<file path="src/rtl/math_log2_34.sv">
// ---------------------------------------------------------------------------
// math_log2_34
//
// Purpose:
//   Computes log2 of a 34-bit unsigned integer as a 12-bit unsigned 6.6
//   fixed-point value (integer part = msb position, fraction = 6 bits from
//   repeated mantissa squaring). It is the inverse of the 12-bit pow2 block.
//   The latency is fixed: capture, one NORM cycle, then one SQR cycle per
//   fraction bit. The result is held in DONE until the consumer accepts it.
//
// Configuration:
//   MATH_LOG2_ROUND_EN - when defined, a 7th SQR cycle yields a round bit.
//                        That bit is added to the 12-bit result
//                        (round-half-up), so the latency grows by one cycle.
//
// Ports:
//   clk        in   1   clock, rising edge
//   rst        in   1   synchronous active-high reset
//   din        in  34   unsigned operand, captured on in_valid && in_ready
//   in_valid   in   1   din valid
//   in_ready   out  1   high only while IDLE (combinational)
//   dout       out 12   log2(din) in 6.6 fixed point (registered)
//   dout_err   out  1   result belongs to din == 0 (registered)
//   out_valid  out  1   dout/dout_err valid (registered)
//   out_ready  in   1   consumer accepts the result
// ---------------------------------------------------------------------------
module math_log2_34 (
    input  logic        clk,
    input  logic        rst,
    input  logic [33:0] din,
    input  logic        in_valid,
    output logic        in_ready,
    output logic [11:0] dout,
    output logic        dout_err,
    output logic        out_valid,
    input  logic        out_ready
);

`ifdef MATH_LOG2_ROUND_EN
    localparam int FRAC_W = 7;
`else
    localparam int FRAC_W = 6;
`endif
    localparam logic [2:0] SQR_LAST = 3'(FRAC_W - 1);

    typedef enum logic [1:0] {
        ST_IDLE = 2'd0,
        ST_NORM = 2'd1,
        ST_SQR  = 2'd2,
        ST_DONE = 2'd3
    } state_t;

    state_t              state_r;
    state_t              state_nx_s;
    logic [33:0]         op_r;
    logic                zero_r;
    logic [5:0]          p_r;
    logic [15:0]         m_r;
    logic [2:0]          cnt_r;
    logic [FRAC_W-2:0]   frac_r;
    logic [11:0]         dout_r;
    logic                dout_err_r;
    logic                out_valid_r;

    logic [16:0]         sq_hi_s;
    logic                sq_bit_s;
    logic [15:0]         m_nx_s;
    logic [FRAC_W-1:0]   frac_nx_s;
    logic [11:0]         res_s;

    // Position of the most significant set bit (0 for a zero operand).
    function automatic logic [5:0] find_msb(input logic [33:0] v);
        logic [5:0] pos;
        pos = 6'd0;
        for (int i = 0; i < 34; i++) begin
            if (v[i]) begin
                pos = 6'(i);
            end else begin
                pos = pos;
            end
        end
        return pos;
    endfunction

    // Q1.15 mantissa: msb lands in bit 15; bits below the window are dropped.
    function automatic logic [15:0] norm_mant(input logic [33:0] v, input logic [5:0] pos);
        logic [15:0] mant;
        if (pos >= 6'd15) begin
            mant = 16'(v >> (pos - 6'd15));
        end else begin
            mant = 16'(v << (6'd15 - pos));
        end
        return mant;
    endfunction

    assign in_ready  = (state_r == ST_IDLE);
    assign dout      = dout_r;
    assign dout_err  = dout_err_r;
    assign out_valid = out_valid_r;

    // Squaring step: s = m*m in Q2.30; keep bits [31:15], renormalise when s >= 2.
    always_comb begin
        sq_hi_s   = 17'((32'(m_r) * 32'(m_r)) >> 15);
        sq_bit_s  = sq_hi_s[16];
        m_nx_s    = 16'd0;
        if (sq_bit_s) begin
            m_nx_s = sq_hi_s[16:1];
        end else begin
            m_nx_s = sq_hi_s[15:0];
        end
        frac_nx_s = {frac_r, sq_bit_s};
    end

    // Final result assembled from the last SQR bit; zero operand forces 0.
    always_comb begin
        res_s = 12'd0;
        if (zero_r) begin
            res_s = 12'd0;
        end else begin
`ifdef MATH_LOG2_ROUND_EN
            res_s = {p_r, frac_nx_s[6:1]} + {11'd0, frac_nx_s[0]};
`else
            res_s = {p_r, frac_nx_s};
`endif
        end
    end

    // FSM next-state logic.
    always_comb begin
        state_nx_s = state_r;
        case (state_r)
            ST_IDLE: begin
                if (in_valid) begin
                    state_nx_s = ST_NORM;
                end else begin
                    state_nx_s = ST_IDLE;
                end
            end
            ST_NORM: state_nx_s = ST_SQR;
            ST_SQR: begin
                if (cnt_r == SQR_LAST) begin
                    state_nx_s = ST_DONE;
                end else begin
                    state_nx_s = ST_SQR;
                end
            end
            ST_DONE: begin
                if (out_ready) begin
                    state_nx_s = ST_IDLE;
                end else begin
                    state_nx_s = ST_DONE;
                end
            end
            default: state_nx_s = ST_IDLE;
        endcase
    end

    // FSM state register.
    always_ff @(posedge clk) begin
        if (rst) begin
            state_r <= ST_IDLE;
        end else begin
            state_r <= state_nx_s;
        end
    end

    // Datapath: capture, normalise, squaring iterations and result registers.
    always_ff @(posedge clk) begin
        if (rst) begin
            op_r        <= 34'd0;
            zero_r      <= 1'b0;
            p_r         <= 6'd0;
            m_r         <= 16'd0;
            cnt_r       <= 3'd0;
            frac_r      <= '0;
            dout_r      <= 12'd0;
            dout_err_r  <= 1'b0;
            out_valid_r <= 1'b0;
        end else begin
            case (state_r)
                ST_IDLE: begin
                    if (in_valid) begin
                        op_r   <= din;
                        zero_r <= (din == 34'd0);
                    end
                end
                ST_NORM: begin
                    p_r    <= find_msb(op_r);
                    m_r    <= norm_mant(op_r, find_msb(op_r));
                    cnt_r  <= 3'd0;
                    frac_r <= '0;
                end
                ST_SQR: begin
                    m_r    <= m_nx_s;
                    frac_r <= frac_nx_s[FRAC_W-2:0];
                    cnt_r  <= cnt_r + 3'd1;
                    if (cnt_r == SQR_LAST) begin
                        dout_r      <= res_s;
                        dout_err_r  <= zero_r;
                        out_valid_r <= 1'b1;
                    end
                end
                ST_DONE: begin
                    if (out_ready) begin
                        out_valid_r <= 1'b0;
                    end
                end
                default: begin
                    out_valid_r <= 1'b0;
                end
            endcase
        end
    end

endmodule
</file>
<file path="config.mk">
export PLATFORM = sky130hd
export DESIGN_NAME = math_log2_34
export DESIGN_NICKNAME = d
export VERILOG_FILES = /design/src/rtl/math_log2_34.sv
export SDC_FILE = /design/constraint.sdc
export NUM_CORES = 1
export LEC_CHECK = 0
export CAP_MARGIN = 10
export CELL_PAD_IN_SITES_DETAIL_PLACEMENT = 1
export CELL_PAD_IN_SITES_GLOBAL_PLACEMENT = 1
export CORE_ASPECT_RATIO = 1.75
export CORE_MARGIN = 2
export CORE_UTILIZATION = 40
export DETAILED_ROUTE_END_ITERATION = 10
export GPL_ROUTABILITY_DRIVEN = 1
export PLACE_DENSITY = 0.76
export SYNTH_ARGS = -nofsm -noshare
export SYNTH_HDL_FRONTEND = slang
export SYNTH_SLANG_ARGS = --single-unit
</file>
<file path="constraint.sdc">
create_clock -name clk -period 8.38 [get_ports clk]
set_clock_uncertainty 0.15 [all_clocks]
set_input_delay 1.676 -clock clk [delete_from_list [all_inputs] [get_ports clk]]
set_output_delay 1.676 -clock clk [all_outputs]
set_load 0.1 [all_outputs]
</file>
==> results_dict.tcl <==
set metrics [dict create \
    met3_length_um 899 \
    gp_congestion 0.982 \
    crit_required_ps 8490 \
    synth_edf_count 0 \
    cp-start-kind "flop" \
    clkTransAtPathRegs_ps 60 \
    layout_commonest_cell "inv_1" \
    ctsHoldBuffers 0 \
    vias 11500 \
    pwr_density_cell_nw_per_um2 159 \
    power_leakage_nw 6.70 \
    core-area_um2 32800 \
    die_area_um2 34600 \
    met1_length_mm 13.3 \
    rsz0062_at_grt "false" \
    end_kind "flop" \
    synth_area_um2 13200 \
    synth_ff_type "dfxtp_1" \
    hold_class "flop to flop" \
    cts_resized 0 \
    synthDistinctLibCells 83 \
    fmax_mhz 133 \
    setup-violations-final 0 \
    layout.nets 1909 \
    period_minus_slack_ps 7520 \
    cp.arrival_ps 7620 \
    wire_per_inst_um 20.8 \
    slew_headroom_pct 26.8 \
    drive_above_1_share_pct 5.74 \
    min_from "frac_r[4]" \
    htree_levels 3 \
    cts_tree "done" \
    yosysWarnings 0 \
    drt_iter0_drc 490 \
    grt_pass1_wl_mm 67.9 \
    worst_pin_slew_ps 1100 \
    port_buffers 52 \
    worst-setup-path-type "flop to flop" \
    cts_setup_buffers 0 \
    fin_setup_tns_ps 0 \
    area.growth.synth_to_final_pct 8.97 \
    ir_worst_vdd_v 0.000160 \
    track_usage_pct 25.2 \
    whs_path_depth 2 \
    cts.sinks 81 \
    first_pass_iters 5 \
    finalCritPeriodShare_pct 89.7 \
    r2r_cells 23 \
    grt-ovfl-total 0 \
    hold_violations 0 \
    dpl.hpwl_mm 35.2 \
    final_antenna_net_count 0 \
    final_cell_mix "inv_1, nand2_1, fa_1" \
    crit-reg2reg-capture "m_r[15]" \
    vias_per_cell 5.72 \
    wl_met2_mm 24.3 \
    ys_ff_latch 81 \
    antenna_cells 0 \
    fp-row-count 88 \
    start_util_pct 40.3 \
    syn-num-nets 1912 \
    status "completed" \
    top_layer "met4" \
    num_io_pins 53 \
    crit_fanout 14 \
    maxCapViolCount 0 \
    die_w_um 141 \
    grt_antenna_before_repair 0 \
    synthCells 1602 \
    yosysSeqAreaShare_pct 12.3 \
    r2r-start "m_r[4]" \
    numCtsBuffers 9 \
    fin_util_pct 43.9 \
    clock_latency_ps 370 \
    hold_end "frac_r[4]" \
    die_h_um 245 \
    drv_slew 0 \
    cts_root_buf "clkbuf_16" \
    drc 0 \
    reg2reg_slack_ps 860 \
    grt_pass1_vias 13300 \
    grt_max_degree 52 \
    routed_wl_mm 41.9 \
    clockBufferDepth 2 \
    async_flop_share_pct 0 \
    avgSynthCellArea_um2 8.26 \
]
==> Yosys cell counts (5+ instances only) <==
| cell | count | area, um^2 |
|---|---|---|
| o21a_1 | 7 | 52.6 |
| a31oi_1 | 11 | 68.8 |
| or4_1 | 6 | 45.0 |
| mux4_2 | 17 | 383 |
| xor2_1 | 13 | 114 |
| or3_1 | 7 | 43.8 |
| o31ai_1 | 6 | 45.0 |
| inv_1 | 255 | 957 |
| nor3b_1 | 13 | 97.6 |
| a22oi_1 | 8 | 60.1 |
| mux2_2 | 8 | 90.1 |
| clkbuf_1 | 68 | 255 |
| nor2_1 | 124 | 465 |
| nand3_1 | 27 | 135 |
| nand4_1 | 8 | 50.1 |
| mux2i_1 | 51 | 510 |
| nand2_1 | 205 | 769 |
| or2_2 | 8 | 50.1 |
| xnor2_1 | 13 | 114 |
| buf_4 | 5 | 37.5 |
| fa_1 | 163 | 3260 |
| a211o_1 | 7 | 61.3 |
| a211oi_1 | 20 | 150 |
| and3_1 | 8 | 50.1 |
| buf_2 | 9 | 45.0 |
| nand2b_1 | 10 | 62.6 |
| nor3_1 | 19 | 95.1 |
| a2111oi_0 | 6 | 52.6 |
| a21oi_1 | 104 | 521 |
| and2_1 | 46 | 288 |
| nor2b_1 | 10 | 62.6 |
| o21ai_0 | 26 | 130 |
| nor4_1 | 15 | 93.8 |
| a21o_1 | 12 | 90.1 |
| buf_1 | 6 | 22.5 |
| ha_1 | 109 | 1360 |
| o211ai_1 | 7 | 52.6 |
| a221oi_1 | 8 | 70.1 |
| dfxtp_1 | 81 | 1620 |
==> report_power, final <==
group	leakage [nW]	switching (W)	total [W]	internal, W
clock network	0.177	0.000178	0.000499	0.000322
registers	0.660	0.0000709	0.000482	0.000411
logic	5.86	0.000819	0.00132	0.000498
==> how the worst max path moves through the flow <==
stage,from,end,slack (ps)
after floorplan,m_r[1],m_r[11],1720
after global routing,m_r[4],m_r[15],440
after CTS,m_r[4],m_r[15],910
after global placement,m_r[4],m_r[15],1120
final,m_r[4],m_r[15],860
after detailed placement,m_r[4],m_r[15],940
==> flip-flops by register name (all words and copies together), names as in the netlist, 2 cells and up <==
signal   cells
state_r      2
p_r          6
op_r        34
frac_r       5
m_r         16
dout        12
cnt_r        3
==> cell families after synthesis <==
logic type                 synth area share, %
AOI/OAI and AO/OA                         14.7
xor gates and xnor gates                  1.84
adders and majority gates                 35.0
buffers and inverters                     10.2
DFF                                       12.3
muxes                                     8.23
and+or+nand+nor                           17.8
==> cell type report <==
class                           count  area [um^2]
Clock buffer                        9          225
Clock inverter                      6          138
Fill cell                        3957        18400
Inverter                          259          975
Multi-Input combinational cell   1173        10300
Sequential cell                    81         1620
Tap cell                          405          507
Timing Repair Buffer               75          688
==> critical path: stages (launching register included) <==
cell,delay (ps)
dfxtp_1,730
inv_1,300
nor2_1,290
fa_1,450
inv_1,70
fa_1,430
fa_1,520
inv_1,60
fa_1,530
inv_1,50
fa_1,440
fa_1,490
inv_1,40
ha_1,180
or3_1,320
a221oi_1,290
o221a_2,300
o2111ai_1,230
a31oi_1,490
nor2b_1,120
o21a_1,200
or3_1,320
and2_1,170
o221a_1,220
==> metal layers <==
| metal | GRT usage (%) | vias to the layer above |
|---|---|---|
| li1 | - | 5313 |
| met1 | 22.2 | 5738 |
| met2 | 51.1 | 281 |
| met4 | 18.1 | 0 |
| met3 | 2.47 | 162 |
| met5 | 0 | - |
==> through the flow <==
stage                     instance area (um^2)  cells  total power (W)  hold WS [ps]  setup slack, ps
after floorplan                          13200   1602          0.00140           286             1720
after global placement                   14000   1993          0.00176           302             1120
after detailed placement                 14000   1993          0.00179           318              941
after CTS                                14400   2008          0.00231           329              914
after global routing                     14400   2008          0.00244           365              440
final                                    14400   2008          0.00230           326              863
(Power assumes the default switching activity.)
